`config.mk`:
```
export PLATFORM = sky130hd
export DESIGN_NAME = solver_work_controller
export DESIGN_NICKNAME = d
export VERILOG_FILES = /design/src/rtl/solver_pkg.sv /design/src/rtl/result_serializer.sv /design/src/rtl/solver_work_controller.sv
export SDC_FILE = /design/constraint.sdc
export NUM_CORES = 1
export LEC_CHECK = 0
export BUFFER_PORTS_ARGS = -buffer_cell sky130_fd_sc_hd__buf_2
export CORE_ASPECT_RATIO = 1.25
export CORE_UTILIZATION = 24
export DETAILED_ROUTE_END_ITERATION = 10
export PLACE_DENSITY = 0.5
export SYNTH_ARGS = -nofsm -noshare
export SYNTH_HDL_FRONTEND = slang
export SYNTH_SLANG_ARGS = --single-unit
```
`constraint.sdc`:
```
create_clock -name clk -period 2.6 [get_ports clk]
set_clock_uncertainty 0.2 [all_clocks]
set_input_delay 0.26 -clock clk [delete_from_list [all_inputs] [get_ports clk]]
set_output_delay 0.26 -clock clk [all_outputs]
set_load 0.02 [all_outputs]
```
`src/rtl/solver_pkg.sv`:
```
// Shared constants and types for the block_solver host front end.
// Status codes, solver state codes and packet sizes live here.
package solver_pkg;

    localparam int WORK_BYTES   = 76;
    localparam int WORK_BITS    = WORK_BYTES * 8;
    localparam int RESULT_BYTES = 5;
    localparam int RESULT_BITS  = RESULT_BYTES * 8;

    localparam logic [2:0] SOLVER_FOUND     = 3'h2;
    localparam logic [2:0] SOLVER_EXHAUSTED = 3'h3;

    localparam logic [7:0] STATUS_FOUND     = 8'h01;
    localparam logic [7:0] STATUS_EXHAUSTED = 8'h02;

    typedef enum logic [1:0] {
        ST_LOAD,
        ST_START,
        ST_RUN,
        ST_REPORT
    } ctrl_state_t;

endpackage

```
`src/rtl/result_serializer.sv`:
```
// Shifts a captured {status, nonce} word out MSB-first over valid/ready.
// The shift register doubles as the result register of the controller.
module result_serializer
    import solver_pkg::*;
(
    input  logic                   clk,
    input  logic                   rst_n,
    input  logic                   i_load,
    input  logic [RESULT_BITS-1:0] i_data,
    input  logic                   i_ready,
    output logic                   o_valid,
    output logic [7:0]             o_data,
    output logic                   o_done
);

    logic [RESULT_BITS-1:0] r_shift;
    logic [2:0]             r_cnt;
    logic                   r_valid;
    logic                   w_fire;
    logic                   w_last;

    assign w_fire  = r_valid && i_ready;
    assign w_last  = (r_cnt == 3'(RESULT_BYTES - 1));
    assign o_valid = r_valid;
    assign o_data  = r_shift[RESULT_BITS-1 -: 8];
    assign o_done  = w_fire && w_last;

    always_ff @(posedge clk) begin
        if (!rst_n) begin
            r_shift <= '0;
            r_cnt   <= '0;
            r_valid <= 1'b0;
        end else if (i_load) begin
            r_shift <= i_data;
            r_cnt   <= '0;
            r_valid <= 1'b1;
        end else if (w_fire) begin
            r_shift <= {r_shift[RESULT_BITS-9:0], 8'h00};
            r_cnt   <= r_cnt + 3'd1;
            if (w_last) begin
                r_valid <= 1'b0;
            end
        end
    end

endmodule

```
`src/rtl/solver_work_controller.sv`:
```
// Host-side front end for block_solver: loads a 76-byte work packet,
// runs the solver until found/exhausted, then returns a 5-byte result.
module solver_work_controller
    import solver_pkg::*;
#(
    parameter int RST_CYCLES = 2
) (
    input  logic         clk,
    input  logic         rst_n,
    input  logic [7:0]   rx_data,
    input  logic         rx_valid,
    output logic         rx_ready,
    output logic [7:0]   tx_data,
    output logic         tx_valid,
    input  logic         tx_ready,
    output logic         solver_rst_n,
    output logic [255:0] midstate,
    output logic [255:0] target,
    output logic [95:0]  header_leftovers,
    input  logic [2:0]   solver_state,
    input  logic [31:0]  solver_nonce,
    output logic         busy
);

    localparam int CW = (RST_CYCLES > 1) ? $clog2(RST_CYCLES) : 1;

    ctrl_state_t          r_state;
    ctrl_state_t          w_next;
    logic [WORK_BITS-1:0] r_work;
    logic [6:0]           r_byte_cnt;
    logic [CW-1:0]        r_rst_cnt;
    logic                 r_settled;

    logic                 w_accept;
    logic                 w_last_byte;
    logic                 w_start_done;
    logic                 w_capture;
    logic [7:0]           w_status;
    logic                 w_ser_done;

    assign rx_ready     = rst_n && (r_state == ST_LOAD);
    assign w_accept     = rx_ready && rx_valid;
    assign w_last_byte  = (r_byte_cnt == 7'(WORK_BYTES - 1));
    assign w_start_done = (r_rst_cnt == CW'(RST_CYCLES - 1));

    // r_settled masks the first RUN cycle while the solver leaves reset
    assign w_capture = (r_state == ST_RUN) && r_settled &&
                       ((solver_state == SOLVER_FOUND) ||
                        (solver_state == SOLVER_EXHAUSTED));
    assign w_status  = (solver_state == SOLVER_FOUND) ?
                       STATUS_FOUND : STATUS_EXHAUSTED;

    assign solver_rst_n     = (r_state == ST_RUN);
    assign busy             = (r_state != ST_LOAD);
    assign midstate         = r_work[WORK_BITS-1 -: 256];
    assign target           = r_work[351:96];
    assign header_leftovers = r_work[95:0];

    always_comb begin
        w_next = r_state;
        unique case (r_state)
            ST_LOAD: begin
                if (w_accept && w_last_byte) begin
                    w_next = ST_START;
                end
            end
            ST_START: begin
                if (w_start_done) begin
                    w_next = ST_RUN;
                end
            end
            ST_RUN: begin
                if (w_capture) begin
                    w_next = ST_REPORT;
                end
            end
            ST_REPORT: begin
                if (w_ser_done) begin
                    w_next = ST_LOAD;
                end
            end
            default: w_next = ST_LOAD;
        endcase
    end

    always_ff @(posedge clk) begin
        if (!rst_n) begin
            r_state    <= ST_LOAD;
            r_work     <= '0;
            r_byte_cnt <= '0;
            r_rst_cnt  <= '0;
            r_settled  <= 1'b0;
        end else begin
            r_state   <= w_next;
            r_settled <= (r_state == ST_RUN);
            if (w_accept) begin
                r_work     <= {r_work[WORK_BITS-9:0], rx_data};
                r_byte_cnt <= w_last_byte ? 7'd0 : r_byte_cnt + 7'd1;
            end
            if ((r_state == ST_START) && !w_start_done) begin
                r_rst_cnt <= r_rst_cnt + CW'(1);
            end else begin
                r_rst_cnt <= '0;
            end
        end
    end

    result_serializer u_ser (
        .clk     (clk),
        .rst_n   (rst_n),
        .i_load  (w_capture),
        .i_data  ({w_status, solver_nonce}),
        .i_ready (tx_ready),
        .o_valid (tx_valid),
        .o_data  (tx_data),
        .o_done  (w_ser_done)
    );

endmodule

```
==> results.sh <==
export IMPL_num_vias=20690
export IMPL_dpl_instance_area_um2=27560
export IMPL_synth_cell_types=31
export IMPL_place_hpwl_mm=56.50
export IMPL_clk_latency_ns=0.62
export IMPL_ant_nets=0
export IMPL_grt_ovfl_total=0
export IMPL_drc=0
export IMPL_vdd_drop_max_mv=0.4373
export IMPL_wl_mm=79.66
export IMPL_grt_pass1_vias=19110
export IMPL_synthArstFlopShare=0
export IMPL_critPathMostFrequentCell="buf_4"
export IMPL_finalHoldViolations=0
export IMPL_syn2layout_area_growth_pct=32.02
export IMPL_h_tree_depth=3
export IMPL_synth_edf_count=0
export IMPL_gp_congestion=0.8088
export IMPL_ctsResizeCount=0
export IMPL_avgSynthCellArea_um2=7.855
export IMPL_synth_top_area_frac=0.5750
export IMPL_clkTransAtPathRegs_ns=0.06
export IMPL_setup_viol=0
export IMPL_fin_area_um2=30480
export IMPL_die_h_um=348.7
export IMPL_critical_path_required_ns=2.14
export IMPL_numCtsBuffers=74
export IMPL_rows=126
export IMPL_final_common_cell="nand2_1"
export IMPL_drt_iter0_markers=1374
export IMPL_critPathMaxFanout=36
export IMPL_cts_sinks=663
export IMPL_hold_buffers=47
export IMPL_crit_chain="dlygate4sd3_1 > buf_8 > buf_4 > clkinv_1 > buf_4 > nor2_1 > buf_2"
export IMPL_critPathMaxStageDelay_ns=0.56
export IMPL_cpMaxStageDelayCell="dlygate4sd3_1"
export IMPL_yosysTopAreaCell="dfxtp_1"
export IMPL_die_w_um=279.4
export IMPL_ys_flop_type="dfxtp_1"
export IMPL_coreArea_um2=94910
export IMPL_relSlewSlack=0.3112
export IMPL_setup_worst_path_end_class="output port"
export IMPL_drt_first_pass_iters=5
export IMPL_worst_slew_pin_slew_ns=1.033
export IMPL_synth_nets=2994
export IMPL_cts_setup_buffers=0
export IMPL_period_share=0.9001
export IMPL_numPortBuffers=666
export IMPL_drv_slew=0
export IMPL_status="complete, no violations"
export IMPL_netlist_top_cells_area="dfxtp_1 (57%), nand2_1 (21%), o21ai_0 (13%), clkbuf_1 (2.3%), buf_2 (1.4%)"
export IMPL_nets=3599
export IMPL_worstSetupPathType="in2out"
export IMPL_synth_cells=2939
export IMPL_cts_tree="yes"
export IMPL_root_buffer="clkbuf_16"
export IMPL_layout_min_cycle_time_ns=2.340
export IMPL_grt_max_degree=184
export IMPL_powerDensity_nw_per_um2=735.5
export IMPL_finalSetupTns_ns=0
export IMPL_final_cell_mix="nand2_1 (1303), buf_2 (665), dfxtp_1 (663)"
export IMPL_drive_gt1_frac=0.2321
export IMPL_critPathBufInv=6
export IMPL_ys_ff_latch=663
export IMPL_rsz0062_at_grt="no"
export IMPL_critPathTopFamily="buffers and inverters"
export IMPL_cp_start_kind="input pin"
export IMPL_ys_warn_count=0
export IMPL_min_path_type="in2reg"
export IMPL_wl_per_cell_um=16.33
export IMPL_io_pins=667
export IMPL_vias_per_cell=4.241
export IMPL_grt_pass1_wl_mm=118.4
export IMPL_antenna_found_initial=2
export IMPL_clock_tree_buffer_depth=3
export IMPL_arrival_ns=1.88
export IMPL_grt_usage=0.1559
export IMPL_initial_core_util=0.2432
export IMPL_netlist_area_um2=23080
export IMPL_max_cap_violations=0
export IMPL_p_leak_nw=12.49
export IMPL_fmax_ghz=0.4273
export IMPL_dieArea_um2=97440
export IMPL_ys_seq_area_frac=0.5750
## worst min-delay path, stage by stage
cell and delay [ns]:
dlygate4sd3_1 0.52, buf_2 0.10, nand2_1 0.03, o21ai_0 0.05
## metal layers
| layer | routed length, um | track usage | vias to the layer above |
|---|---|---|---|
| met3 | 6945 | 0.05576 | 114 |
| met2 | 37850 | 0.2648 | 608 |
| li1 | - | - | 10660 |
| met4 | 2047 | 0.05052 | 2 |
| met1 | 32810 | 0.1812 | 9302 |
| met5 | 13 | 0 | - |
## final timing paths
check                                      start  cells after the start                              to  slack (ns)
setup reg to reg         r_state[0]$_SDFFE_PN0P_                      8          r_work[0]$_SDFFE_PN0P_        0.32
setup / recovery                           rst_n                      7                        rx_ready        0.26
hold reg to reg   u_ser.r_shift[26]$_SDFFE_PN0P_                      2  u_ser.r_shift[34]$_SDFFE_PN0P_        0.26
hold / removal                        rx_data[4]                      4          r_work[4]$_SDFFE_PN0P_        0.18
## where the power goes
group / internal (W) / leakage [nW] / total (W) / switching [W]
sequential: 0.0102 / 5.34 / 0.0103 / 0.0000519
combinational: 0.000369 / 5.95 / 0.00148 / 0.00111
clock: 0.00621 / 1.20 / 0.0107 / 0.00445
total: 0.0168 / 12.5 / 0.0224 / 0.00561
## cell families (layout without fill, tap and decap cells)
kind of cell	after synthesis	in the layout	synth area share
other cells	0	1	0
buf+inv	237	895	0.04537
mux	1	1	0.0004336
fa+ha+maj	8	8	0.004336
simple gates	1366	1366	0.2246
xor+xnor	8	8	0.003035
compound gates	656	656	0.1473
flops	663	663	0.5750
## cell type report
cell class	count	area, um^2
diodes	1	2.502
multi-input cells	2039	8775
clock buffers	99	2098
repair buffers	760	4354
fillers	10190	64430
clock inverters	30	349.1
flip-flops and latches	663	13270
well taps	1280	1602
inverters	6	22.52
## metrics by stage
stage / std cells / setup WS, ns / hold WS, ns / utilization / power (W)
floorplan: 2939 / 0.6292 / 0.1686 / - / 0.01153
global placement: 4701 / 0.4345 / 0.2368 / 0.2903 / 0.01194
detailed placement: 4701 / 0.4206 / 0.2466 / 0.2903 / 0.01194
CTS: 4877 / 0.2638 / 0.1207 / 0.3211 / 0.02277
global route: 4878 / 0.1625 / 0.1919 / 0.3211 / 0.02331
finish: 4878 / 0.2599 / 0.1841 / 0.3211 / 0.02241
## cells in the mapped netlist, types with 2 or more instances
master       n
a21oi_1     17
a311oi_1    25
and2_1       3
and3_1       2
buf_1        4
buf_2       66
buf_4       16
buf_6        2
clkbuf_1   143
dfxtp_1    663
ha_1         8
inv_1        5
nand2_1   1303
nand3_1     11
nand4_1      2
nor2_1      38
nor2b_1      2
nor3_1       2
o21ai_0    609
xnor2_1      6
xor2_1       2
## registers in the layout (all words and copies together), names as in the netlist
| name | cells |
|---|---|
| u_ser.r_shift | 40 |
| r_byte_cnt | 7 |
| r_rst_cnt | 1 |
| u_ser.r_cnt | 3 |
| r_work | 608 |
| u_ser.o_valid | 1 |
| r_state | 2 |
| r_settled | 1 |
Note: power is estimated with default switching activity, not from simulation.
